**config.mk**
```make
export PLATFORM = sky130hd
export DESIGN_NAME = rv32m_muldiv_unit_flat
export DESIGN_NICKNAME = d
export VERILOG_FILES = /design/src/rtl/rv32m_muldiv_unit_pkg.sv /design/src/rtl/rv32m_muldiv_unit_if.sv /design/src/rtl/rv32m_muldiv_unit_step.sv /design/src/rtl/rv32m_muldiv_unit.sv /design/src/flat_wrapper.sv
export SDC_FILE = /design/constraint.sdc
export NUM_CORES = 1
export LEC_CHECK = 0
export BUFFER_PORTS_ARGS = -buffer_cell sky130_fd_sc_hd__buf_2
export CORE_ASPECT_RATIO = 0.8
export CORE_UTILIZATION = 30
export CTS_BUF_LIST = sky130_fd_sc_hd__clkbuf_8 sky130_fd_sc_hd__clkbuf_16
export CTS_CLUSTER_DIAMETER = 40
export DETAILED_ROUTE_END_ITERATION = 8
export SLEW_MARGIN = 30
export SYNTH_ARGS = -nofsm -noshare
export SYNTH_HDL_FRONTEND = slang
export SYNTH_SLANG_ARGS = --single-unit
```
**constraint.sdc**
```tcl
create_clock -name clk -period 8.3 [get_ports clk]
set_input_delay 1.66 -clock clk [delete_from_list [all_inputs] [get_ports clk]]
set_output_delay 1.66 -clock clk [all_outputs]
set_load 0.01 [all_outputs]
```
**src/rtl/rv32m_muldiv_unit_pkg.sv**
```systemverilog
// Shared types for the RV32M multiply/divide unit.
// Holds the funct3 op encoding, the funct7 tag, the FSM state and op-class helpers.
package rv32m_muldiv_unit_pkg;

    typedef enum logic [2:0] {
        OP_MUL    = 3'b000,
        OP_MULH   = 3'b001,
        OP_MULHSU = 3'b010,
        OP_MULHU  = 3'b011,
        OP_DIV    = 3'b100,
        OP_DIVU   = 3'b101,
        OP_REM    = 3'b110,
        OP_REMU   = 3'b111
    } muldiv_funct3_t;

    localparam logic [6:0] FUNCT7_MULDIV = 7'b0000001;

    typedef enum logic [1:0] {
        ST_IDLE = 2'b00,
        ST_BUSY = 2'b01,
        ST_DONE = 2'b10
    } muldiv_state_t;

    function automatic logic is_div(muldiv_funct3_t f);
        return f[2];
    endfunction

    function automatic logic signed_a(muldiv_funct3_t f);
        return f inside {OP_MULH, OP_MULHSU, OP_DIV, OP_REM};
    endfunction

    function automatic logic signed_b(muldiv_funct3_t f);
        return f inside {OP_MULH, OP_DIV, OP_REM};
    endfunction

endpackage

```
**src/rtl/rv32m_muldiv_unit_if.sv**
```systemverilog
// Request/response bundle between the EX stage and the muldiv unit.
// master (EX): start_i, funct3_i, a_i, b_i, flush_i out; ready_o, done_o, result_o in.
interface rv32m_muldiv_unit_if #(
    parameter int XLEN = 32
);
    logic            start_i;
    logic [2:0]      funct3_i;
    logic [XLEN-1:0] a_i;
    logic [XLEN-1:0] b_i;
    logic            flush_i;
    logic            ready_o;
    logic            done_o;
    logic [XLEN-1:0] result_o;

    modport master (
        output start_i, funct3_i, a_i, b_i, flush_i,
        input  ready_o, done_o, result_o
    );

    modport slave (
        input  start_i, funct3_i, a_i, b_i, flush_i,
        output ready_o, done_o, result_o
    );
endinterface

```
**src/rtl/rv32m_muldiv_unit_step.sv**
```systemverilog
// One combinational radix-2 iteration: shift-add multiply or restoring divide.
// Ports: is_div selects the op; hi/lo/opnd current state; hi_n/lo_n next state.
module muldiv_step #(
    parameter int XLEN = 32
) (
    input  logic            is_div,
    input  logic [XLEN-1:0] hi,
    input  logic [XLEN-1:0] lo,
    input  logic [XLEN-1:0] opnd,
    output logic [XLEN-1:0] hi_n,
    output logic [XLEN-1:0] lo_n
);
    logic [XLEN:0] sum;
    logic [XLEN:0] sh;
    logic [XLEN:0] diff;

    always_comb begin
        // mul: {hi,lo} is the partial product, lo LSB-first multiplier
        sum  = {1'b0, hi} + ({(XLEN+1){lo[0]}} & {1'b0, opnd});
        // div: hi is the partial remainder, lo shifts dividend out / quotient in
        sh   = {hi, lo[XLEN-1]};
        diff = sh - {1'b0, opnd};
        if (is_div) begin
            // hi < opnd always holds, so bit XLEN of diff is the borrow
            if (diff[XLEN]) begin
                hi_n = sh[XLEN-1:0];
                lo_n = {lo[XLEN-2:0], 1'b0};
            end else begin
                hi_n = diff[XLEN-1:0];
                lo_n = {lo[XLEN-2:0], 1'b1};
            end
        end else begin
            hi_n = sum[XLEN:1];
            lo_n = {sum[0], lo[XLEN-1:1]};
        end
    end
endmodule

```
**src/rtl/rv32m_muldiv_unit.sv**
```systemverilog
// Iterative RV32M multiply/divide unit, XLEN+1 cycles per op, flushable.
// Ports: clk, rst (async high), bus (slave: start/funct3/a/b/flush in, ready/done/result out).
// Define MULDIV_EARLY_OUT_EN to finish zero-operand and divide-by-zero ops in one cycle.
module rv32m_muldiv_unit
    import rv32m_muldiv_unit_pkg::*;
#(
    parameter int XLEN = 32
) (
    input  logic                clk,
    input  logic                rst,
    rv32m_muldiv_unit_if.slave  bus
);
    localparam int CW = $clog2(XLEN);
    localparam logic [CW-1:0] LAST = CW'(XLEN - 1);

    muldiv_state_t   state;
    muldiv_funct3_t  op;
    logic [CW-1:0]   count;
    logic [XLEN-1:0] hi;
    logic [XLEN-1:0] lo;
    logic [XLEN-1:0] opnd;
    logic            neg_q;
    logic            neg_r;
    logic            b_zero;
    logic            ready_r;
    logic            done_r;
    logic [XLEN-1:0] result_r;

    muldiv_funct3_t  f3;
    logic            sa_in;
    logic            sb_in;
    logic [XLEN-1:0] a_mag;
    logic [XLEN-1:0] b_mag;

    logic [XLEN-1:0]   hi_n;
    logic [XLEN-1:0]   lo_n;
    logic [2*XLEN-1:0] prod;
    logic [XLEN-1:0]   quo;
    logic [XLEN-1:0]   rem;
    logic [XLEN-1:0]   fin;

    assign f3    = muldiv_funct3_t'(bus.funct3_i);
    assign sa_in = signed_a(f3) & bus.a_i[XLEN-1];
    assign sb_in = signed_b(f3) & bus.b_i[XLEN-1];
    assign a_mag = sa_in ? -bus.a_i : bus.a_i;
    assign b_mag = sb_in ? -bus.b_i : bus.b_i;

`ifdef MULDIV_EARLY_OUT_EN
    logic            early;
    logic [XLEN-1:0] early_res;

    assign early = is_div(f3) ? (bus.b_i == '0)
                              : (bus.a_i == '0 || bus.b_i == '0);
    // rem/remu have funct3[1] set and return the dividend
    assign early_res = !is_div(f3) ? '0 : (f3[1] ? bus.a_i : '1);
`endif

    muldiv_step #(.XLEN(XLEN)) u_step (
        .is_div (is_div(op)),
        .hi     (hi),
        .lo     (lo),
        .opnd   (opnd),
        .hi_n   (hi_n),
        .lo_n   (lo_n)
    );

    // Sign fixup on the final step's output. MIN_INT/-1 falls out
    // naturally: |a|/1 = 0x80..0, negated stays 0x80..0, remainder 0.
    // With b=0 the remainder path shifts |a| into hi, so only the
    // quotient needs an explicit override.
    always_comb begin
        prod = {hi_n, lo_n};
        if (neg_q) prod = -prod;
        quo = b_zero ? '1 : (neg_q ? -lo_n : lo_n);
        rem = neg_r ? -hi_n : hi_n;
        fin = rem;
        unique case (op)
            OP_MUL:                       fin = prod[XLEN-1:0];
            OP_MULH, OP_MULHSU, OP_MULHU: fin = prod[2*XLEN-1:XLEN];
            OP_DIV, OP_DIVU:              fin = quo;
            OP_REM, OP_REMU:              fin = rem;
        endcase
    end

    always_ff @(posedge clk or posedge rst) begin
        if (rst) begin
            state    <= ST_IDLE;
            op       <= OP_MUL;
            count    <= '0;
            hi       <= '0;
            lo       <= '0;
            opnd     <= '0;
            neg_q    <= 1'b0;
            neg_r    <= 1'b0;
            b_zero   <= 1'b0;
            ready_r  <= 1'b1;
            done_r   <= 1'b0;
            result_r <= '0;
        end else begin
            done_r <= 1'b0;
            if (bus.flush_i) begin
                state   <= ST_IDLE;
                ready_r <= 1'b1;
            end else begin
                unique case (state)
                    ST_IDLE: begin
                        if (bus.start_i) begin
                            op      <= f3;
                            count   <= '0;
                            hi      <= '0;
                            lo      <= is_div(f3) ? a_mag : b_mag;
                            opnd    <= is_div(f3) ? b_mag : a_mag;
                            neg_q   <= sa_in ^ sb_in;
                            neg_r   <= sa_in;
                            b_zero  <= (bus.b_i == '0);
                            ready_r <= 1'b0;
`ifdef MULDIV_EARLY_OUT_EN
                            if (early) begin
                                result_r <= early_res;
                                done_r   <= 1'b1;
                                state    <= ST_DONE;
                            end else begin
                                state <= ST_BUSY;
                            end
`else
                            state <= ST_BUSY;
`endif
                        end
                    end
                    ST_BUSY: begin
                        hi    <= hi_n;
                        lo    <= lo_n;
                        count <= count + 1'b1;
                        if (count == LAST) begin
                            result_r <= fin;
                            done_r   <= 1'b1;
                            state    <= ST_DONE;
                        end
                    end
                    ST_DONE: begin
                        state   <= ST_IDLE;
                        ready_r <= 1'b1;
                    end
                    default: begin
                        state   <= ST_IDLE;
                        ready_r <= 1'b1;
                    end
                endcase
            end
        end
    end

    assign bus.ready_o  = ready_r;
    assign bus.done_o   = done_r;
    assign bus.result_o = result_r;
endmodule
```
**src/flat_wrapper.sv**
```systemverilog
// flat-port wrapper written by rule: the top's interface ports become plain ports
module rv32m_muldiv_unit_flat import rv32m_muldiv_unit_pkg::*;
#(
    parameter int XLEN = 32
)
  (clk, rst, bus_start_i, bus_funct3_i, bus_a_i, bus_b_i, bus_flush_i, bus_ready_o, bus_done_o, bus_result_o);
  rv32m_muldiv_unit_if #(.XLEN(XLEN)) bus_i ();
  input  logic clk;
  input  logic rst;
  input wire logic [$bits(bus_i.start_i)-1:0] bus_start_i;
  input wire logic [$bits(bus_i.funct3_i)-1:0] bus_funct3_i;
  input wire logic [$bits(bus_i.a_i)-1:0] bus_a_i;
  input wire logic [$bits(bus_i.b_i)-1:0] bus_b_i;
  input wire logic [$bits(bus_i.flush_i)-1:0] bus_flush_i;
  output wire logic [$bits(bus_i.ready_o)-1:0] bus_ready_o;
  output wire logic [$bits(bus_i.done_o)-1:0] bus_done_o;
  output wire logic [$bits(bus_i.result_o)-1:0] bus_result_o;
  assign bus_i.start_i = bus_start_i;
  assign bus_i.funct3_i = bus_funct3_i;
  assign bus_i.a_i = bus_a_i;
  assign bus_i.b_i = bus_b_i;
  assign bus_i.flush_i = bus_flush_i;
  assign bus_ready_o = bus_i.ready_o;
  assign bus_done_o = bus_i.done_o;
  assign bus_result_o = bus_i.result_o;
  rv32m_muldiv_unit #(.XLEN(XLEN)) u_core (.clk(clk), .rst(rst), .bus(bus_i));
endmodule
```
After elaboration in Yosys (flattened, before gate mapping) --
Index checks and enable logic that the tools add are counted.
Operators by class: equality and inequality tests 17, bitwise logic cells 5, $add $sub $neg 8, multiplexer cells 29, reductions and logical operators 14
Operator list (number):
- 2-to-1 mux 32 bit | 12
- negator 32 bit | 4
- case mux 32 bit (2 select lines) | 2
- case mux 32 bit (4 select lines) | 1
- 2-to-1 mux 64 bit | 1
- negator 64 bit | 1
- adder 32 x 33 -> 33 bit | 1
- bitwise AND 33 x 32 -> 33 bit | 1
- subtractor 33 x 32 -> 33 bit | 1
- zero test 32 bit | 1
- equality test 3 bit, second input constant | 6
- case mux 5 bit (2 select lines) | 1
- equality test 3 x 2 -> 1 bit, second input constant | 3
- AND reduction 3 bit | 3
- equality test 3 x 1 -> 1 bit, second input constant | 2
- 2-to-1 mux 1 bit | 6
- 2-to-1 mux 2 bit | 3
- adder 5 x 1 -> 5 bit, second input constant | 1
- equality test 5 bit, second input constant | 1
- 2-to-1 mux 5 bit | 1
- inequality test 2 bit, second input constant | 2
- case mux 2 bit (2 select lines) | 1
- AND reduction 2 bit | 2
- nonzero test 4 bit | 1
- other kinds (13) | 15
Storage, ports and cells: input bits 71, register bits 143, logic and storage cells 85, output and inout port bits 34

Depth between registers and ports, before layout --
depth in word-level cells 7, depth in mapped cells 25, depth with buffers taken out 22

Modules after synthesis --
A second synthesis with hierarchy kept.
Second synthesis, totals: cell total of the unflattened synthesis 1995, area total of the unflattened synthesis 15426.0 µm²
Modules (own cells, without submodules):
- rv32m_muldiv_unit | cells an instance 1307, area an instance 10605.2 µm², sequential area each 3579.7 µm², times used 1
- muldiv_step | cells an instance 688, area an instance 4820.9 µm², sequential area each 0.0 µm², times used 1

Worst setup path after synthesis --
OpenSTA, ideal clock, no wires.
path type register to register, start point reg u_core.lo[31], end point reg u_core.result_r[30] (netlist: u_core.bus.result_o[30]), clock period less this slack 5.550 ns, data required time 8.175 ns, slack 2.750 ns, data arrival time 5.424 ns, setup time 0.125 ns, path buffers 3, stages on the path, launching flop included 26, path through dfrtp_1 -> inv_1 -> ha_1 -> fa_1 -> nand2b_1 -> a21oi_2 -> o2111ai_4 -> a2111o_1 -> a21oi_2 -> buf_4 -> buf_4 -> o31a_1 -> ha_1 -> o21ai_0 -> or3_1 -> clkbuf_1 -> nor4_1 -> nand2_1 -> nor2_1 -> nand2_1 -> a2111oi_2 -> nand2_1 -> a211oi_1 -> nand2_1 -> o22ai_1 -> a21oi_1
Between the ends: longest elaborated chain between the ends 7, elaborated cells between the ends (all ways) 13, classes of those cells 4 x add/sub; 9 x mux
RTL lines:
- from (decl) | line rv32m_muldiv_unit.sv:20 | logic [XLEN-1:0] lo;
- from (signal assigned) | line rv32m_muldiv_unit.sv:111 | lo <= is_div(f3) ? a_mag : b_mag;
- from (signal assigned) | line rv32m_muldiv_unit.sv:132 | lo <= lo_n;
- subtractor 33 x 32 -> 33 bit | line rv32m_muldiv_unit_step.sv:22 | diff = sh - {1'b0, opnd};
- 2-to-1 mux 1 bit | line rv32m_muldiv_unit_step.sv:25 | if (diff[XLEN]) begin
- 2-to-1 mux 32 bit | line rv32m_muldiv_unit_step.sv:23 | if (is_div) begin
- negator 32 bit | line rv32m_muldiv_unit.sv:74 | quo = b_zero ? '1 : (neg_q ? -lo_n : lo_n);
- 2-to-1 mux 32 bit (2 in series) | line rv32m_muldiv_unit.sv:74
- case mux 32 bit (4 select lines) * | line rv32m_muldiv_unit.sv:77 | unique case (op)
- to (signal assigned) | line rv32m_muldiv_unit.sv:135 | result_r <= fin;
- to (decl) | line rv32m_muldiv_unit.sv:27 | logic [XLEN-1:0] result_r;
Every way passes the cells marked *; elsewhere a longest branch is shown, timed or not. A chain may end at the register's enable or synchronous reset.

Worst setup path in the final report --
Ends and elaborated chain as after synthesis.

==> reports/results.tsv <==
stage	metric	value	unit
sta	Fin. Hold Viols	0	
run_status	status	complete, no violations	
worst_setup_path	Setup crit start kind	register	
synthesis	Unique masters post-synth	98	
worst_setup_path	Crit Path Class	reg -> reg	
grt	first-pass GRT wire length	108000	µm
synthesis	asr flop ratio synth	100	%
synthesis	complex-gate fraction of the synthesized area	30.9	%
power	combinational share of power	69.3	%
sta	slew of the pin with the lowest slew margin	0.980	ns
synthesis	area leader, netlist	dfrtp_1	
routing	Met3 Routed Length	7820	µm
grt	initial antenna violation count	5	
routing	Routed WL	74000	µm
routing	Metal-1 WL	34100	µm
clocking	clk root buf	clkbuf_16	
synthesis	Adder-Cell Fraction of Synth Area	5.72	%
synthesis	synth warn	0	
floorplanning	num rows	75	
synthesis	top cells by area, synth	dfrtp_1 (22%), o21ai_0 (6.9%), nand2_1 (6.5%)	
routing	detailed-route DRC error count	0	
synthesis	synthesized area	16000	µm²
hold_path	hold path cells	2	
final_layout	Reg area	3580	µm²
routing	uppermost layer routed	met5	
synthesis	Synth Area in XOR/XNOR	9.20	%
grt	vias in the first global route	16400	
synthesis	sequential area share after synthesis	22.4	%
power	P_int	2.64	mW
placement	Final HPWL DP	57500	µm
synthesis	EDFF count, synth	0	
placement	IO Port Bufs	104	
routing	Met2 Routed Length	29600	µm
clocking	CTS Buffer Depth	2	
worst_setup_path	CP Max Fanout	14	
sta	final worst path period share	80.2	%
synthesis	main combinational cell family by area after synthesis	compound AO/OA/AOI/OAI gates	
sta	clock skew	0.0209	ns
final_layout	Fillers	5656	
worst_setup_path	Worst EP arrival	7.01	ns
synthesis	Mapped Avg Cell Area	7.30	µm²
routing	drt via density	6.17	
synthesis	top-area cell type share of the netlist area	22.2	%
clocking	clock latency on the worst-skew pair	0.47	ns
hold_path	worst min-delay path class	reg -> reg	
sta	fmax	150	MHz
final_layout	Syn-to-layout area delta	11.4	%
sta	relative slew slack	34.4	%
final_layout	final design utilization	33.9	%
sta	final setup violation count	0	
grt	All-Layer GR Usage	26.8	%
routing	initial DRC count	2883	
synthesis	syn_nets	2335	
flow_run	Max-Cap Viols	0	
floorplanning	Initial Util	30.4	%
worst_setup_path	worst reg-to-reg path cell count	22	
routing	1st-pass router iterations	6	
worst_setup_path	crit path capture type	register	
clocking	clock sink total	143	
power	part of the power in registers	17.5	%
clocking	TritonCTS clock tree	built	
synthesis	synth cell count leaders	nand2_1 (276), o21ai_0 (219), a21oi_1 (198)	
clocking	CTS resizes	0	
routing	Routed WL per cell	25.3	µm
synthesis	Mapped Cells	2192	
final_layout	share of layout cells above drive strength 1	11.1	%
sta	Hold Slack	0.471	ns
placement	GP Congestion	1.03	
power	switching power	3.54	mW
sta	RSZ-0062 raised after global routing	no	
clocking	clock transition at the registers of the reported paths	0.07	ns
floorplanning	Boundary Pins	105	
power	Leak	7.32	nW
clocking	CTS buffer count	17	
sta	Max Transition Viols Final	0	
floorplanning	Core Box Area	52600	µm²
synthesis	portion of netlist area occupied by mux cells	3.19	%
synthesis	post-synthesis simple-gate area fraction	23.7	%
grt	Congestion Overflow GR	0	
power	Clk pwr share	13.2	%
floorplanning	Die Height	209	µm
final_layout	footprint of the multi-input gates	11700	µm²
clocking	CTS H-tree lvls	4	
sta	TNS Setup	0	ns
synthesis	prevailing post-synth register cell	dfrtp_1	
clocking	post-CTS setup buffers	0	
clocking	CTS Hold Bufs	0	
power	pwr dens	347	nW/µm²
worst_setup_path	CP required	8.65	ns
synthesis	#FFs+latches synth	143	
floorplanning	Die Wd	260	µm
power	sw frac	57.3	%
routing	via count	18100	
sta	crit path time final	6.66	ns
synthesis	most numerous cell in the Yosys netlist	nand2_1	
floorplanning	Die ar.	54300	µm²
power	Max IR drop VDD	0.184	mV
final_layout	nets	2365	
routing	final antenna-violating net count	0	
grt	pin count of the biggest net entering global routing	102	
## per-layer routing
metal  up-vias  global-route usage [%]
li1       8106                       -
met1      8764                    40.8
met2      1083                    37.0
met3       131                    5.12
met4         2                    9.11
met5         -                       0
## worst max-delay path, stage by stage, from the launching register on
cell,delay [ns]
dfrtp_1,0.37
inv_1,0.09
ha_1,0.22
fa_1,0.42
nand2b_1,0.23
a21oi_2,0.32
o2111ai_4,0.23
a2111o_1,0.69
a21oi_2,0.29
o31a_1,0.21
ha_1,0.18
o21ai_0,0.12
or3_1,0.43
nor4_1,0.49
nand2_1,0.18
nor2_1,0.38
nand2_1,0.16
a2111oi_2,0.58
nand2_1,0.32
a211oi_1,0.28
nand2_1,0.10
o22ai_1,0.17
a21oi_1,0.08
## worst paths after layout
check	endpoint	from	slack, ns
max in group asynchronous	u_core.op[2]$_DFFE_PP0P_	rst	5.68
min in group asynchronous	u_core.opnd[25]$_DFFE_PP0P_	rst	1.36
hold reg to reg	u_core.bus.result_o[8]$_DFFE_PP0P_	u_core.bus.result_o[8]$_DFFE_PP0P_	0.47
setup / recovery	u_core.bus.result_o[30]$_DFFE_PP0P_	u_core.lo[31]$_DFFE_PP0P_	1.64
setup reg to reg	u_core.bus.result_o[30]$_DFFE_PP0P_	u_core.lo[31]$_DFFE_PP0P_	1.64
hold / removal	u_core.bus.result_o[8]$_DFFE_PP0P_	u_core.bus.result_o[8]$_DFFE_PP0P_	0.47
## cell type report
cell class | instances | area share [%]
Timing Repair Buffer | 141 | 4.50
Multi-Input combinational cell | 1851 | 65.7
Sequential cell | 143 | 20.1
Clock buffer | 17 | 2.39
Clock inverter | 15 | 0.934
Inverter | 68 | 1.46
Tap cell | 693 | 4.87
Antenna cell | 1 | 0.0140
## layout by cell type (no fill, tap or decap), types with 24 or more instances in the layout
master | Yosys | layout
mux2i_1 | 42 | 42
nor2_1 | 190 | 188
nand3_1 | 47 | 47
nand2_1 | 276 | 275
a211oi_1 | 30 | 30
a21o_1 | 37 | 37
inv_1 | 65 | 64
xor2_1 | 80 | 80
ha_1 | 70 | 70
o31ai_1 | 36 | 34
xnor2_1 | 88 | 88
a21oi_1 | 198 | 197
nand4_1 | 26 | 26
dfrtp_1 | 142 | 141
o211ai_1 | 24 | 24
nor3_1 | 62 | 61
buf_4 | 4 | 36
o21ai_0 | 219 | 219
buf_2 | 16 | 104
and2_1 | 45 | 45
a31oi_1 | 39 | 38
## cells by family after synthesis
logic type,Yosys count
flops,143
simple gates,789
compound gates,772
xor+xnor,168
buf+inv,198
fa+ha+maj,72
mux,50
## state kept, by name (all words and copies together) (netlist names)
signal               count
u_core.b_zero            1
u_core.bus.done_o        1
u_core.bus.ready_o       1
u_core.bus.result_o     32
u_core.count             5
u_core.hi               32
u_core.lo               32
u_core.neg_q             1
u_core.neg_r             1
u_core.op                3
u_core.opnd             32
u_core.state             2
## power groups by stage
stage / Clock, mW / Sequential (mW) / Combinational [mW]
after floorplan: 0 / 0.981 / 2.75
after global placement: 0 / 1.08 / 4.07
after detailed placement: 0 / 1.09 / 4.09
after CTS: 0.822 / 1.07 / 4.11
after global routing: 0.848 / 1.10 / 4.51
final: 0.818 / 1.08 / 4.29
## stage by stage
step                instance area, µm²  instances  power (mW)  setup WS (ns)
finish                           17800       2929        6.19           1.64
global route                     17800       2928        6.46           1.16
CTS                              17800       2928        6.00           1.81
detailed placement               17200       2896        5.17           1.83
global placement                 17200       2896        5.15           1.92
floorplan                        16000       2192        3.73           2.75
(Power assumes the default switching activity.)
